**config.mk**
```make
export PLATFORM = sky130hd
export DESIGN_NAME = boss_attack_engine
export DESIGN_NICKNAME = d
export VERILOG_FILES = /design/src/rtl/boss_attack_engine.sv
export SDC_FILE = /design/constraint.sdc
export NUM_CORES = 1
export LEC_CHECK = 0
export CAP_MARGIN = 25
export CORE_ASPECT_RATIO = 1.2
export CORE_MARGIN = 2
export CORE_UTILIZATION = 45
export DETAILED_ROUTE_END_ITERATION = 7
export GPL_TIMING_DRIVEN = 0
export PLACE_DENSITY_LB_ADDON = 0.15
export SLEW_MARGIN = 10
export SYNTH_ARGS = -nofsm -noshare
export SYNTH_HDL_FRONTEND = slang
export SYNTH_SLANG_ARGS = --single-unit
```
**constraint.sdc**
```tcl
create_clock -name clk_master -period 17.9 [get_ports clk_master]
set_input_delay 2.685 -clock clk_master [delete_from_list [all_inputs] [get_ports clk_master]]
set_output_delay 2.685 -clock clk_master [all_outputs]
set_load 0.03 [all_outputs]
```
**src/rtl/boss_attack_engine.sv**
```systemverilog
// boss_attack_engine: boss HP/phase tracking and a projectile pool firing single or spread volleys
module boss_attack_engine #(
   parameter int NUM_PROJ   = 5,
   parameter int PROJ_SPEED = 4,
   parameter int SCREEN_W   = 640,
   parameter int SCREEN_H   = 480,
   parameter int BOSS_W     = 64,
   parameter int BOSS_H     = 48,
   parameter int HP_INIT    = 100,
   parameter int HIT_DAMAGE = 5
) (
   input  logic                     clk_master,
   input  logic                     rst,
   input  logic                     pulse_cycleStep,
   input  logic                     bossHit,
   input  logic [9:0]               bossX,
   input  logic [8:0]               bossY,
   input  logic [31:0]              delay,
   output logic [NUM_PROJ*10-1:0]   projX,
   output logic [NUM_PROJ*9-1:0]    projY,
   output logic [NUM_PROJ-1:0]      projActive,
   output logic [9:0]               bossHP,
   output logic                     phase,
   output logic                     bossShoot,
   output logic                     defeated
);
   localparam logic [9:0]         HP_RST  = 10'(HP_INIT);
   localparam logic [9:0]         HP_HALF = 10'(HP_INIT / 2);
   localparam logic [9:0]         DMG     = 10'(HIT_DAMAGE);
   localparam logic [9:0]         OFF_X   = 10'(BOSS_W / 2);
   localparam logic [8:0]         OFF_Y   = 9'(BOSS_H);
   localparam logic [10:0]        SPD_Y   = 11'(PROJ_SPEED);
   localparam logic signed [10:0] SPD_X   = 11'(PROJ_SPEED);
   localparam logic signed [10:0] LIM_X   = 11'(SCREEN_W);
   localparam logic [10:0]        LIM_Y   = 11'(SCREEN_H);

   typedef enum logic {RUN, DEAD} state_t;

   state_t              state_q, state_d;
   logic                hit_prev_q, hit_prev_d;
   logic                shoot_q, shoot_d;
   logic [9:0]          hp_q, hp_d;
   logic [31:0]         cnt_q, cnt_d, cnt_n, dly;
   logic [NUM_PROJ-1:0] act_q, act_d;
   logic [9:0]          px_q [NUM_PROJ];
   logic [9:0]          px_d [NUM_PROJ];
   logic [8:0]          py_q [NUM_PROJ];
   logic [8:0]          py_d [NUM_PROJ];
   logic [1:0]          dx_q [NUM_PROJ];
   logic [1:0]          dx_d [NUM_PROJ];
   logic [10:0]         ny [NUM_PROJ];
   logic signed [10:0]  nx [NUM_PROJ];
   logic signed [10:0]  dv [NUM_PROJ];
   logic                kill, step, fire;
   logic [1:0]          req, placed;

   assign phase      = hp_q <= HP_HALF;
   assign bossHP     = hp_q;
   assign bossShoot  = shoot_q;
   assign defeated   = state_q == DEAD;
   assign projActive = act_q;

   genvar g;
   for (g = 0; g < NUM_PROJ; g++) begin : g_pack
      assign projX[10*g +: 10] = px_q[g];
      assign projY[9*g +: 9]   = py_q[g];
   end

   // Next state: hit damage first, then projectile motion, volley counter and slot allocation
   always_comb begin
      hit_prev_d = bossHit;
      hp_d       = (state_q == RUN && bossHit && !hit_prev_q) ? ((hp_q > DMG) ? hp_q - DMG : '0) : hp_q;
      kill       = hp_d == '0;
      state_d    = kill ? DEAD : state_q;
      step       = pulse_cycleStep && state_q == RUN && !kill;
      act_d      = act_q;
      for (int i = 0; i < NUM_PROJ; i++) begin
         dv[i]   = (dx_q[i] == 2'b01) ? SPD_X : (dx_q[i] == 2'b11) ? -SPD_X : '0;
         nx[i]   = $signed({1'b0, px_q[i]}) + dv[i];
         ny[i]   = {2'b00, py_q[i]} + SPD_Y;
         px_d[i] = px_q[i];
         py_d[i] = py_q[i];
         dx_d[i] = dx_q[i];
         if (step && act_q[i]) begin
            if (ny[i] >= LIM_Y || nx[i][10] || nx[i] >= LIM_X) act_d[i] = 1'b0;
            else begin
               px_d[i] = nx[i][9:0];
               py_d[i] = ny[i][8:0];
            end
         end
      end
      cnt_n  = cnt_q + 32'd1;
      dly    = (delay == '0) ? 32'd1 : delay;
      fire   = step && cnt_n >= dly;
      cnt_d  = step ? (fire ? '0 : cnt_n) : cnt_q;
      req    = phase ? 2'd3 : 2'd1;
      placed = 2'd0;
      for (int i = 0; i < NUM_PROJ; i++) begin
         if (fire && !act_d[i] && placed < req) begin
            act_d[i] = 1'b1;
            px_d[i]  = bossX + OFF_X;
            py_d[i]  = bossY + OFF_Y;
            dx_d[i]  = phase ? placed - 2'd1 : 2'd0;
            placed   = placed + 2'd1;
         end
      end
      shoot_d = placed != 2'd0;
      if (kill) act_d = '0;
   end

   // State register with synchronous reset overriding every other input
   always_ff @(posedge clk_master) begin
      if (rst) begin
         state_q    <= RUN;
         hit_prev_q <= 1'b0;
         shoot_q    <= 1'b0;
         hp_q       <= HP_RST;
         cnt_q      <= '0;
         act_q      <= '0;
         px_q       <= '{default: '0};
         py_q       <= '{default: '0};
         dx_q       <= '{default: '0};
      end else begin
         state_q    <= state_d;
         hit_prev_q <= hit_prev_d;
         shoot_q    <= shoot_d;
         hp_q       <= hp_d;
         cnt_q      <= cnt_d;
         act_q      <= act_d;
         px_q       <= px_d;
         py_q       <= py_d;
         dx_q       <= dx_d;
      end
   end
endmodule

```
Word-level counts from Yosys, hierarchy flattened
Cells that the tools add are included.
{"block": "word_totals", "output_inout_bits": 113, "input_bits": 55, "elab_cells": 198, "ff_bits": 155}
{"block": "classes", "n_mux": 70, "reduce_logical": 51, "n_lt_le_gt_ge": 18, "eq_ne": 15, "bitwise": 1, "addsub": 22}
{"op": "$mux 10", "n": 17}
{"op": "$mux 9", "n": 15}
{"op": "$mux 11", "n": 10}
{"op": "$mux 32", "n": 2}
{"op": "$add 11x11->11", "n": 5}
{"op": "$ge 11x11->1 const B", "n": 5}
{"op": "$add 9x3->10 const B", "n": 5}
{"op": "$ge 10x9->1 const B", "n": 5}
{"op": "$add 32x1->32 const B", "n": 1}
{"op": "$ge 32x32->1", "n": 1}
{"op": "$logic_not 32->1", "n": 1}
{"op": "$logic_and 1x1->1", "n": 20}
{"op": "$mux 2", "n": 10}
{"op": "$mux 1", "n": 16}
{"op": "$reduce_bool 2->1", "n": 6}
{"op": "$add 10x6->10 const B", "n": 1}
{"op": "$eq 2x1->1 const B", "n": 5}
{"op": "$eq 2x2->1 const B", "n": 5}
{"op": "$gt 10x3->1 const B", "n": 1}
{"op": "$le 10x6->1 const B", "n": 1}
{"op": "$logic_not 10->1", "n": 1}
{"op": "$logic_or 1x1->1", "n": 10}
{"op": "$ne 2x1->1 const B", "n": 5}
{"op": "$reduce_and 2->1", "n": 5}
{"op": "other kinds (9)", "n": 24}

Longest topological paths before layout
Gate-level depths: netlist of the first run.
{"block": "logic_depth", "word_depth": 26, "mapped_depth": 36, "mapped_depth_nobuf": 34}

Least setup slack after synthesis of the first run
Ideal clock, no wire load.
{"block": "synth_path", "path_type": "input port to flip-flop", "startpoint": "in delay[25]", "endpoint": "reg px_q (netlist bit projX[40])", "arrival_time_ps": 8416, "setup_time_ps": 128, "t_required_ps": 17772, "path_buffers": 2, "stages": 31, "path_slack_ps": 9356, "path_cell_list": "nor4_1 nand4_1 o21bai_1 ha_1 nor2b_1 o21ai_0 a221oi_1 o211ai_1 a41o_1 nand2_2 a211o_1 clkbuf_1 clkinv_1 ha_1 ha_1 a21oi_1 nand4_1 mux2i_1 inv_1 ha_1 inv_1 nand4_1 nor3_1 xnor2_1 ha_1 inv_1 a31o_2 o21bai_4 buf_2 mux2i_1 nor2_1"}
{"block": "synth_between", "elab_chain_cells": 20, "word_cells_on_any_way": 29, "classes_between": "add/sub (3); order compare (5); eq/ne (1); mux (6); reduce/logical (14)"}
{"item": "from (decl)", "line_no": "18", "source": "input logic [31:0] delay,"}
{"item": "$logic_not 32->1", "line_no": "93", "source": "dly = (delay == '0) ? 32'd1 : delay;"}
{"item": "$mux 32 *", "line_no": "93"}
{"item": "$ge 32x32->1 *", "line_no": "94", "source": "fire = step && cnt_n >= dly;"}
{"item": "$logic_and 1x1->1 *", "line_no": "94"}
{"item": "$logic_and 1x1->1 (2 in a row)", "line_no": "99", "source": "if (fire && !act_d[i] && placed < req) begin"}
{"item": "$mux 1", "line_no": "99"}
{"item": "$lt 2x2->1", "line_no": "99"}
{"item": "$logic_and 1x1->1", "line_no": "99"}
{"item": "(+3 left out)"}
{"item": "$mux 2", "line_no": "99"}
{"item": "$lt 2x2->1", "line_no": "99"}
{"item": "$logic_and 1x1->1", "line_no": "99"}
{"item": "$mux 2", "line_no": "99"}
{"item": "$lt 2x2->1", "line_no": "99"}
{"item": "$logic_and 1x1->1 *", "line_no": "99"}
{"item": "$ne 2x1->1 (no source line) / $reduce_bool 2->1 (equally long branches)"}
{"item": "$reduce_and 2->1 (no source line)"}
{"item": "to (signal assigned)", "line_no": "130", "source": "px_q <= px_d;"}
{"item": "to (decl)", "line_no": "45", "source": "logic [9:0] px_q [NUM_PROJ];"}
Every way passes the cells marked *; elsewhere a longest branch is shown, timed or not.
A chain may end at the register's enable or synchronous reset.

Worst setup path in the final report of the first run
{"block": "layout_path", "startpoint": "in delay[16]", "endpoint": "reg px_q (netlist bit projX[41])"}
Same word-level chain as after synthesis.

==> metrics.md, run 1 <==
| Metric | Value |
|---|---|
| Max Buffers Root-to-Sink | `2` |
| Routing usage on met2 | `0.468` |
| Post-synthesis cell area | `~11000 µm²` |
| Relative slew slack | `0.346` |
| DP HPWL | `26.3 mm` |
| Gr busiest metal | `met2` |
| Drt pass-1 iters | `5` |
| Num rows | `between 60 and 70` |
| Non-filler instance count after layout | `1853` |
| Met1 Use GR | `0.343` |
| Worst EP required | `18190 ps` |
| Max Clk Rate | `between 90 and 100 MHz` |
| Reg area | `3060 µm²` |
| GRT Util Overall | `0.273` |
| Setup Skew | `between 10 and 15 ps` |
| Hold Buf Count CTS | `0` |
| Initial antenna violation count | `0` |
| Worst-Skew Late Latency | `about 440 ps` |
| Dpl cell area | `around 13000 µm²` |
| Crit path launch type | `primary input` |
| Fin. max-slew vios | `0` |
| Fillers | `between 2000 and 2500` |
| Ys Warns | `0` |
| Post-cts repair resize count | `0` |
| Antenna fix cells | `0` |
| Crit share post-route | `0.582` |
| Post-synth top area share | `0.288` |
| TritonCTS Buffers | `17` |
| Routed vias | `10600` |
| Die width | `approximately 140 µm` |
| FFs w/ async S/R, synth | `0` |
| Top post-synthesis cells by area | `dfxtp_1 29%, ha_1 11%, nor2_1 5.8%, xnor2_1 5.3%, nand2_1 4.7%` |
| Status | `finished clean` |
| Core area | `~23000 µm²` |
| Nets@finish | `around 1700` |
| Final WS setup | `about 7500 ps` |
| Unrepaired setup endpoints after global routing | `false` |
| Die area | `24900 µm²` |
| Global-route wire length before repair | `between 50 and 60 mm` |
| Fin. Hold Viols | `0` |
| Layout Utilization | `0.575` |
| Layout Cell Area excl Fill | `around 13000 µm²` |
| Final setup violation count | `0` |
| Layout cells sized above 1 | `0.0332` |
| HP Class | `flip-flop to flip-flop` |
| # Post-CTS Setup Buffers | `0` |
| Unique masters post-synth | `between 70 and 80` |
| CP Data Arrival Time | `10710 ps` |
| Ys flop type | `dfxtp_1` |
| WHS | `~460 ps` |
| Post-synthesis cell count | `between 1000 and 1500` |
| Synthesis-to-layout area growth | `25.3%` |
| Post-Syn Area per Cell | `roughly 7.9 µm²` |
| Max incr delay on CP | `between 500 and 600 ps` |
| Power density cells | `about 61 nW/µm²` |
| Routability cong. | `just over 0.9` |
| Largest net degree at the start of global routing | `17` |
| Vias per inst | `5.72` |
| Starting DRT DRC Count | `a little over 500` |
| CTS Root Cell | `clkbuf_16` |
| Placed cells | `~1800` |
| GRT met3 Usage | `0.0471` |
| Critical Path Fanout Max | `10` |
| Nature of the critical path endpoint | `flip-flop` |
| Port Buffers | `approximately 170` |
| Die height | `172 µm` |
| CTS Sinks | `approximately 150` |
| Area of the multi-input gates | `~7100 µm²` |
| Crit path top cell by count | `ha_1` |
| Post-synthesis sequential area ratio | `0.288` |
| Synth Register Bits | `between 150 and 200` |
| CTS tree | `done` |
| Initial Utilization | `0.458` |
| Antenna-violating nets left | `0` |
| Wire per inst | `about 18 µm` |
| Fin Setup TNS | `0 ps` |
| Number of flops mapped to enable cells by yosys | `0` |
| DRC | `0` |
| LEAKAGE | `roughly 5.3 nW` |
| Pre-CTS setup slack | `between 7000 and 8000 ps` |
| Slowest-stage cell, CP | `mux2i_1` |
| Most instantiated library cell after synthesis | `nor2_1` |
| I/O pin cnt | `168` |
| Vias in the first global route | `between 9000 and 10000` |
| Crit Path Class | `primary input to flip-flop` |
| Power Total | `roughly 810 µW` |
| Final Critical Period | `between 10000 and 15000 ps` |
| Maximum Capacitance Violations | `0` |
| Gr ovfl total | `0` |
| WL final | `about 34 mm` |
| Synth top cells by count | `163 x nor2_1, 153 x dfxtp_1, 134 x nand2_1` |
| VDD IR max | `around 0.000063 V` |
| Worst slew pin tran | `974 ps` |
| Leading area contributor after synthesis | `dfxtp_1` |
| Syn nets | `between 1000 and 1500` |
| H-tree depth | `4` |
| Clk slew on worst S/H paths | `about 60 ps` |
cells by family after synthesis:
logic type	synth area share
AOI/OAI and AO/OA	0.206
muxes	0.0207
and+or+nand+nor	0.225
adders and majority gates	0.118
buffers and inverters	0.0489
xor gates and xnor gates	0.0939
DFF	0.288
worst max-delay path, delay by kind of cell:
family                     cells  cell delay [ps]
muxes                          2              750
and+or+nand+nor                8             1710
xor gates and xnor gates       1              140
adders and majority gates      5             1690
buffers and inverters          7             1700
AOI/OAI and AO/OA              9             2030
state kept, by name (all words and copies together) (netlist names):
signal / flops
bossShoot: 1
bossHP: 10
projY: 45
dx_q: 8
projActive: 5
defeated: 1
cnt_q: 32
projX: 50
hit_prev_q: 1
where the power goes:
group	leakage (nW)	total, mW	internal [mW]	switching [mW]
logic	3.74	0.0712	0.0265	0.0447
clock network	0.304	0.392	0.241	0.151
registers	1.23	0.346	0.342	0.00318
total	5.28	0.809	0.610	0.199
per-layer routing:
layer | wire [µm] | vias up | share of wire
met4 | 1060 | 0 | 0.031
met5 | 0 | - | 0
met2 | 16200 | 316 | 0.47
li1 | - | 5195 | -
met3 | 2000 | 62 | 0.059
met1 | 14900 | 5024 | 0.44
path summary, 6_finish.rpt:
path                   from   endpoint  slack, ps  cells past startpoint
hold / removal    projX[30]  projX[30]        460                      2
hold reg to reg   projX[30]  projX[30]        460                      2
setup reg to reg   cnt_q[0]  projX[41]       8300                     35
setup / recovery  delay[16]  projX[41]       7480                     32
placed cells by master (no fill, tap or decap), types with 17 or more instances in the layout:
cell type,instances
ha_1,92
nand3_1,44
nand4_1,28
inv_1,78
xor2_1,50
a21o_1,17
a21oi_1,79
or3_1,17
clkbuf_1,46
nor2_1,163
clkbuf_16,17
nor3_1,18
o21ai_0,41
a211oi_1,35
nand2_1,134
dfxtp_1,153
mux2i_1,22
clkdlybuf4s50_1,167
xnor2_1,64
final cells by class:
class | instances | area share
buffer | 56 | 0.0168
clock buffer | 21 | 0.0345
clock inverter | 10 | 0.0126
inverter | 79 | 0.0222
multi-input combinational | 1052 | 0.529
sequential | 153 | 0.230
tap | 315 | 0.0296
timing repair buffer | 167 | 0.125
(Power assumes the default switching activity.)
==> run 2: changes to the inputs <==
==> constraint.sdc (replaced) <==
create_clock -name clk_master -period 9.35 [get_ports clk_master]
set_input_delay 1.4025 -clock clk_master [delete_from_list [all_inputs] [get_ports clk_master]]
set_output_delay 1.4025 -clock clk_master [all_outputs]
set_load 0.03 [all_outputs]
==> metrics.md, run 2 (synthesized netlist as in run 1, its figures left out) <==
| Metric | Value |
|---|---|
| CTS Sinks | `153 (unchanged)` |
| Power density cells | `116 nW/µm² (+90%)` |
| Crit path launch type | `flip-flop` |
| Relative slew slack | `0.347 (+0.000889)` |
| CP Data Arrival Time | `9110 ps (-1600 ps)` |
| Maximum Capacitance Violations | `0 (unchanged)` |
| Most common cell after layout, fill and taps aside | `clkdlybuf4s50_1` |
| Fin. Hold Viols | `0 (unchanged)` |
| Highest-count cells in the layout ignoring fill and taps | `167 x clkdlybuf4s50_1, 162 x nor2_1, 153 x dfxtp_1` |
| Die area | `24900 µm² (unchanged)` |
| WL final | `34.2 mm (+0.30%)` |
| Initial antenna violation count | `0 (unchanged)` |
| I/O pin cnt | `168 (unchanged)` |
| Largest register FFs | `50 (unchanged)` |
| Core area | `23200 µm² (unchanged)` |
| Pre-CTS setup slack | `-168 ps (-7270 ps)` |
| Dpl cell area | `12700 µm² (unchanged)` |
| Gr ovfl total | `0 (unchanged)` |
| Layout cells sized above 1 | `0.0383 (+0.00518)` |
| LEAKAGE | `5.31 nW (+0.65%)` |
| Layout Utilization | `0.577 (+0.00275)` |
| Max Clk Rate | `113 MHz` |
| Status | `finished clean` |
| Final setup violation count | `0 (unchanged)` |
| Final Critical Period | `~8800 ps` |
| Hold Buf Count CTS | `0 (unchanged)` |
| Max Buffers Root-to-Sink | `2 (unchanged)` |
| Slowest-stage cell, CP | `ha_1` |
| Crit path top cell by count | `ha_1` |
| Critical Path Source | `cnt_q[0]` |
| Die width | `144 µm (unchanged)` |
| VDD IR max | `0.000121 V (+91%)` |
| DP HPWL | `26.3 mm (unchanged)` |
| Nets@finish | `1679 (+0.060%)` |
| Clk slew on worst S/H paths | `60 ps (about the same)` |
| Die height | `172 µm (unchanged)` |
| Final WS setup | `524 ps (-6960 ps)` |
| Hold_sp | `projX[30]` |
| Synthesis-to-layout area growth | `25.9%` |
| Vias in the first global route | `9971 (+0.13%)` |
| H-tree depth | `4 (unchanged)` |
| Initial Utilization | `0.458 (unchanged)` |
| Num rows | `61 (unchanged)` |
| TritonCTS Buffers | `17 (unchanged)` |
| Unrepaired setup endpoints after global routing | `false` |
| Routability cong. | `0.914 (unchanged)` |
| Reg2reg setup slack | `520 ps (-7780 ps)` |
| Wire per inst | `18.5 µm (+0.25%)` |
| Worst slew pin tran | `973 ps (-1.33 ps)` |
| Worst flop-to-flop path endpoint | `projX[41]` |
| Fin. max-slew vios | `0 (unchanged)` |
| Port Buffers | `167 (unchanged)` |
| Largest net degree at the start of global routing | `17 (unchanged)` |
| Worst R2R Start | `cnt_q[0]` |
| Setup Skew | `12.9 ps (-1.26 ps)` |
| Starting DRT DRC Count | `570 (+10%)` |
| CTS Root Cell | `clkbuf_16` |
| WHS Path Cells | `2 (unchanged)` |
| Crit share post-route | `0.944` |
| Global-route wire length before repair | `52.9 mm (about the same)` |
| Hold worst-path end | `projX[30]` |
| Worst EP required | `9640 ps (-8550 ps)` |
| Antenna-violating nets left | `0 (unchanged)` |
| CTS tree | `done` |
| Layout Cell Area excl Fill | `13400 µm² (+0.48%)` |
| Vias per inst | `5.74 (+0.41%)` |
| GRT Util Overall | `0.273 (about the same)` |
| Nature of the critical path endpoint | `flip-flop` |
| Routed vias | `10600 (+0.46%)` |
| Drt pass-1 iters | `5 (unchanged)` |
| Critical Path Fanout Max | `10 (unchanged)` |
| HP Class | `flip-flop to flip-flop` |
| Crit Path Class | `flip-flop to flip-flop` |
| Antenna fix cells | `0 (unchanged)` |
| R2R cell count | `34 (-2.9%)` |
| Max incr delay on CP | `480 ps (-50 ps)` |
| DRC | `0 (unchanged)` |
| Worst-Skew Late Latency | `440 ps (about the same)` |
-- run 2: cell types whose count changed in the layout (fill, tap and decap cells not counted) --
cell	before	now
a211o_1	3	2
nor2_1	163	162
clkbuf_4	0	1
mux2i_4	0	1
clkinvlp_4	1	2
clkinv_1	1	0
nor4_1	12	10
buf_4	1	3
buf_2	8	7
mux2i_1	22	21
clkbuf_1	46	45
a211o_2	0	1
nor4_4	0	2
nor2_2	0	1
-- run 2: worst max-delay path by stage --
| stage | slack, ps | depth (start not counted) | to |
|---|---|---|---|
| 6_report | 520 | 34 | projX[41] |
| 5_1_grt | 0.4 | 34 | projX[41] |
| 4_1_cts | 5 | 35 | projX[41] |
| 3_5_place_dp | -170 | 32 | projX[41] |
| 3_3_place_gp | -140 | 32 | projX[49] |
| 2_1_floorplan | 1830 | 35 | projX[41] |
-- run 2: layer usage --
| layer | wire length, µm | vias to the layer above | global-route usage |
|---|---|---|---|
| met4 | 1150 | 0 | 0.0984 |
| li1 | - | 5198 | - |
| met1 | 14900 | 5029 | 0.343 |
| met5 | 0 | - | 0 |
| met2 | 16100 | 348 | 0.469 |
| met3 | 2070 | 71 | 0.0471 |
-- run 2: repair_timing --
| action | 4_1_cts | 5_1_grt |
|---|---|---|
| setup endpoints to repair | 12 | 23 |
| buffers inserted | 0 | 2 |
| gates resized for setup | 2 | 8 |
| pin swaps | 0 | 1 |
-- run 2: final cells by class --
type	instances	area [µm²]
fillers	2203	9810
clock inverters	10	168
clock buffers	21	460
inverters	79	300
well taps	315	394
multi-input cells	1052	7100
plain buffers	55	223
repair buffers	169	1690
flip-flops and latches	153	3060
-- run 2: worst max-delay path: cells and delay by family (launching register included) --
kind | cells | cell delay, ps
buffers and inverters | 5 | 800
AO/OA/AOI/OAI | 7 | 1830
AND/OR/NAND/NOR | 12 | 2900
adder cells (fa/ha/maj) | 6 | 1840
multiplexers | 2 | 570
flip-flops | 1 | 390
XOR/XNOR | 2 | 320
-- run 2: metrics by stage --
step / std cells / hold slack, ps / power [mW] / TNS, ps
floorplan: 1340 / 432 / 0.739 / 0
CTS: 1853 / 463 / 1.55 / 0
detailed placement: 1822 / 451 / 0.811 / -1720
global placement: 1822 / 444 / 0.810 / -1390
finish: 1854 / 463 / 1.55 / 0
global route: 1854 / 478 / 1.59 / 0
-- run 2: power breakdown --
group          switching, mW  leakage (nW)  internal (mW)  total (mW)
combinational         0.0860          3.77         0.0507       0.137
clock                  0.288         0.304          0.461       0.749
sequential           0.00613          1.23          0.656       0.662
total                  0.380          5.31           1.17        1.55
